<file path="config.mk">
export PLATFORM = sky130hd
export DESIGN_NAME = sync_fifo
export DESIGN_NICKNAME = d
export VERILOG_FILES = /design/src/rtl/fifo_pkg.sv /design/src/rtl/sync_fifo.sv
export SDC_FILE = /design/constraint.sdc
export NUM_CORES = 1
export LEC_CHECK = 0
export CAP_MARGIN = 20
export CORE_UTILIZATION = 59
export CTS_CLUSTER_DIAMETER = 80
export DETAILED_ROUTE_END_ITERATION = 7
export PLACE_DENSITY = 0.87
export SETUP_SLACK_MARGIN = 0.4
export SYNTH_ARGS = -nofsm -noshare
export SYNTH_HDL_FRONTEND = slang
export SYNTH_SLANG_ARGS = --single-unit
</file>
<file path="constraint.sdc">
create_clock -name clk -period 4.23 [get_ports clk]
set_input_delay 0.423 -clock clk [delete_from_list [all_inputs] [get_ports clk]]
set_output_delay 0.423 -clock clk [all_outputs]
set_load 0.01 [all_outputs]
</file>
<file path="src/rtl/fifo_pkg.sv">
// Shared FIFO defaults, derived widths and the monitor transaction type.
// Imported by the FIFO RTL, its bundled interface and testbenches.
package fifo_pkg;

  localparam int DEF_WIDTH = 16;
  localparam int DEF_DEPTH = 8;
  localparam int DEF_PTR_W = $clog2(DEF_DEPTH);

  typedef struct packed {
    logic                 wr_en;
    logic                 rd_en;
    logic [DEF_WIDTH-1:0] data_in;
    logic [DEF_WIDTH-1:0] data_out;
    logic                 wr_ack;
    logic                 overflow;
    logic                 underflow;
    logic                 full;
    logic                 empty;
  } fifo_txn_t;

endpackage

</file>
<file path="src/rtl/sync_fifo.sv">
// sync_fifo: single-clock FIFO, registered read data, ack/error strobes.
// Ports: clk, rst (sync high), data_in/wr_en/rd_en in; data_out,
// wr_ack, overflow, underflow, full, almostfull, empty, almostempty out.
module sync_fifo
  import fifo_pkg::*;
#(
  parameter int FIFO_WIDTH = DEF_WIDTH,
  parameter int FIFO_DEPTH = DEF_DEPTH
) (
  input  logic                  clk,
  input  logic                  rst,
  input  logic [FIFO_WIDTH-1:0] data_in,
  input  logic                  wr_en,
  input  logic                  rd_en,
  output logic [FIFO_WIDTH-1:0] data_out,
  output logic                  wr_ack,
  output logic                  overflow,
  output logic                  underflow,
  output logic                  full,
  output logic                  almostfull,
  output logic                  empty,
  output logic                  almostempty
);

  localparam int AW = $clog2(FIFO_DEPTH);
  localparam logic [AW:0] CNT_FULL =
    (AW+1)'(FIFO_DEPTH);
  localparam logic [AW:0] CNT_AFULL =
    (AW+1)'(FIFO_DEPTH - 1);
  localparam logic [AW:0] CNT_ONE =
    (AW+1)'(1);

  logic [FIFO_WIDTH-1:0] mem_q [FIFO_DEPTH];

  logic [AW-1:0]         wr_ptr_q, wr_ptr_d;
  logic [AW-1:0]         rd_ptr_q, rd_ptr_d;
  logic [AW:0]           count_q, count_d;
  logic [FIFO_WIDTH-1:0] data_out_q, data_out_d;
  logic                  wr_ack_q, wr_ack_d;
  logic                  overflow_q, overflow_d;
  logic                  underflow_q, underflow_d;

  logic wr_go;
  logic rd_go;

  // Flags come straight from the pre-edge count, so the
  // accept decisions below see the same view as the ports.
  assign full        = (count_q == CNT_FULL);
  assign almostfull  = (count_q == CNT_AFULL);
  assign empty       = (count_q == '0);
  assign almostempty = (count_q == CNT_ONE);

  assign wr_go = wr_en & ~full;
  assign rd_go = rd_en & ~empty;

  always_comb begin
    wr_ptr_d    = wr_ptr_q;
    rd_ptr_d    = rd_ptr_q;
    count_d     = count_q;
    data_out_d  = data_out_q;
    wr_ack_d    = wr_go;
    overflow_d  = wr_en & full;
    underflow_d = rd_en & empty;

    if (wr_go) wr_ptr_d = wr_ptr_q + 1'b1;
    if (rd_go) begin
      rd_ptr_d   = rd_ptr_q + 1'b1;
      data_out_d = mem_q[rd_ptr_q];
    end

    unique case ({wr_go, rd_go})
      2'b10:   count_d = count_q + 1'b1;
      2'b01:   count_d = count_q - 1'b1;
      default: count_d = count_q;
    endcase
  end

  // Storage is not reset; the cleared pointers make
  // stale words unreachable.
  always_ff @(posedge clk) begin
    if (!rst && wr_go) mem_q[wr_ptr_q] <= data_in;
  end

  always_ff @(posedge clk) begin
    if (rst) begin
      wr_ptr_q    <= '0;
      rd_ptr_q    <= '0;
      count_q     <= '0;
      data_out_q  <= '0;
      wr_ack_q    <= 1'b0;
      overflow_q  <= 1'b0;
      underflow_q <= 1'b0;
    end else begin
      wr_ptr_q    <= wr_ptr_d;
      rd_ptr_q    <= rd_ptr_d;
      count_q     <= count_d;
      data_out_q  <= data_out_d;
      wr_ack_q    <= wr_ack_d;
      overflow_q  <= overflow_d;
      underflow_q <= underflow_d;
    end
  end

  assign data_out  = data_out_q;
  assign wr_ack    = wr_ack_q;
  assign overflow  = overflow_q;
  assign underflow = underflow_q;

endmodule

</file>
==> results by group <==
Drt
  • WL/cell: roughly 22 um
  • Final ANT Viol Nets: 0
  • Total number of vias: 3,448
  • 1st-iter DRT viols: 232
  • Vias per cell: 6.179
  • Final WL: 12.39 mm
  • TritonRoute pass-1 iters: 4
  • DRC: 0

Synth
  • Area share of the largest cell type after synthesis: 63.69%
  • Cell accounting for the most synthesized area: edfxtp_1
  • Post-synth EDFFs: 128
  • Netlist cell types: 34
  • Flip-flop and latch count after synthesis: between 150 and 200
  • Post-synthesis async set-or-reset flop share: 0%
  • Commonest cells post-synth: 128 x edfxtp_1, 65 x mux2i_1, 32 x a22oi_1
  • Synth area leaders: edfxtp_1 64%, mux2i_1 11%, dfxtp_1 9.6%, a22oi_1 4.0%, a32o_1 2.7%
  • Syn Nets: 383
  • Top_reg_cell synth: edfxtp_1
  • Most common cell in the netlist: edfxtp_1
  • Area of the mapped netlist: approximately 6000 sq um
  • Register area share after synthesis: 73.32%
  • Synth Area per Inst: approximately 17 sq um
  • Yosys Warn Count: 0
  • Cells after Synth: 357

Global routing
  • Global route overflow: 0
  • Number of global-route vias before repair: 3,432
  • Largest net degree at the start of global routing: 67
  • First-pass GRT wire length: 18.50 mm
  • Initial antenna violation count: 0
  • Global Route Usage Sum: 24.96%

Power and ir drop
  • Worst vdd ir: 336.5 uV
  • Comb pwr share: 20.4%
  • Pwr dens: about 580 nW/um^2
  • Seq pwr share: 45.5%
  • Power share of the clock group: 34.1%
  • Switch Pwr: 1.165 mW
  • Cell Int Power: 2.994 mW
  • Switching Share: ~28%
  • Lkg Pwr: 2.342 nW

Floorplanning
  • Rows: 36
  • Core Box Area: 9864 sq um
  • Initial core utilization: 61.17%
  • Chip width: just over 100 um
  • I/O pin count: 43
  • Die area: 10,640 sq um
  • Die height: 103.1 um

Worst setup path
  • Kind of critical path: reg -> out
  • Critical Path End Type: output pin
  • Worst-path fanout max: 6
  • Crit path DAT: 2.31 ns
  • CP startpoint kind: register
  • Worst Path Required: 3.81 ns

Placement
  • GPL Wtd Cong: approximately 0.75
  • Placed cell area: between 6000 and 7000 sq um
  • PortBufs: 42
  • Final HPWL DP: 6.590 mm
  • Post-place setup slack: 1.392 ns

STA
  • Setup ws final: 1.498 ns
  • Final Hold Violating Endpoints: 0
  • Slew HR: 37.64%
  • Worst Tran Pin Value: 0.9343 ns
  • RSZ-0062 raised after global routing: no
  • Tmin final: roughly 2.7 ns
  • Final setup vio count: 0
  • Hold Slack: around 0.47 ns
  • Final Max Tran Viols: 0
  • Crit share post-route: 64.59%
  • FMAX: 366.0 MHz
  • Setup TNS: 0 ns
  • Final Skew: 0.007569 ns

Cells and area
  • Design area: 7187 sq um
  • Fill cells: around 580
  • Fin util: between 70% and 80%
  • Fin nets: 438
  • Share of cells above drive strength 1: 11.53%
  • Diode count: 0
  • P&R area growth vs syn: 19.10%

Clock tree
  • Clock-pin slew on the worst setup and hold paths: 0.06 ns
  • CTS sink count: 157
  • Clock latency on the worst-skew pair: roughly 0.53 ns
  • CTS tree: built
  • Maximum clock path buffer count: 2
  • Post-CTS setup buffer count: 0
  • Clock root cell: clkbuf_8
  • CTS Hold Bufs: 0
  • Total number of H-tree levels: 4
  • Num CTS Buffers: 17
  • Post-CTS sizing: 0

Hold path
  • Worst hold path type: reg -> reg

Status
  • Status: finished, final reports clean

Job
  • Max-Cap Viols: 0
## critical path: stages (launching register included)
cell and delay, ns:
dfxtp_1 0.34, inv_1 0.11, ha_1 0.18, or3b_1 0.51, inv_4 0.11, clkdlybuf4s50_1 0.53
## power by group through the flow
stage               logic [mW]  registers, mW  clock network, mW
CTS                      0.750           1.97               1.42
detailed placement       0.738           2.01                  0
global placement         0.712           2.00                  0
global route             0.909           1.91               1.49
finish                   0.850           1.89               1.42
floorplan                0.613           1.87                  0
## path summary, 6_finish.rpt
check | startpoint | to | slack (ns) | depth (start not counted)
max reg2reg | count_q[0]$_SDFFE_PP0P_ | mem_q[3][2]$_DFFE_PP_ | 1.69 | 7
min | data_out[1]$_SDFFE_PP0P_ | data_out[1]$_SDFFE_PP0P_ | 0.47 | 1
max | count_q[1]$_SDFFE_PP0P_ | empty | 1.50 | 5
min reg2reg | data_out[1]$_SDFFE_PP0P_ | data_out[1]$_SDFFE_PP0P_ | 0.47 | 1
## layout make-up
class	count	area (sq um)	area share [%]
multi-input cells	177	1488	20.70
well taps	133	166.4	2.315
clock inverters	14	135.1	1.880
flip-flops and latches	157	4428	61.61
clock buffers	18	417.9	5.815
repair buffers	54	530.5	7.382
inverters	5	21.27	0.2960
## routing by layer
| metal | up-vias | track usage [%] | share of wire [%] |
|---|---|---|---|
| met1 | 1722 | 31.55 | 40 |
| met4 | 0 | 13.43 | 3.3 |
| met2 | 174 | 41.18 | 51 |
| li1 | 1520 | - | - |
| met5 | - | 0 | 0 |
| met3 | 32 | 4.678 | 6.3 |
## cells by family after synthesis
family | after synthesis | share of synthesized area (%)
buffers and inverters | 23 | 2.198
adders and majority gates | 6 | 1.244
and+or+nand+nor | 44 | 4.002
xor gates and xnor gates | 7 | 1.016
muxes | 65 | 10.78
AOI/OAI and AO/OA | 55 | 7.443
DFF | 157 | 73.32
## per-stage QoR
step	total power, mW	cells
after floorplan	2.484	357
after global placement	2.710	525
after detailed placement	2.743	525
after CTS	4.148	557
after global routing	4.308	558
final	4.159	558
## placed cells by master (no fill, tap or decap), types with 2 or more instances in the layout
cell and instances:
a21oi_1 4, a22oi_1 32, a32o_1 16, buf_4 11
clkbuf_16 16, clkdlybuf4s50_1 42, clkinvlp_4 7, dfxtp_1 28
edfxtp_1 128, ha_1 6, inv_1 4, inv_6 5
mux2i_1 65, nand2_1 7, nand2b_1 3, nand3_1 4
nor2_1 15, nor2b_1 2, nor3_2 2, nor3b_1 3
xor2_1 6
## sequential cells by signal, summed over array words and instances, names as in the netlist
signal and flops:
count_q 4, data_out 16, mem_q 128, overflow 1
rd_ptr_q 3, underflow 1, wr_ack 1, wr_ptr_q 3
Power figures use the tool's default switching activity.
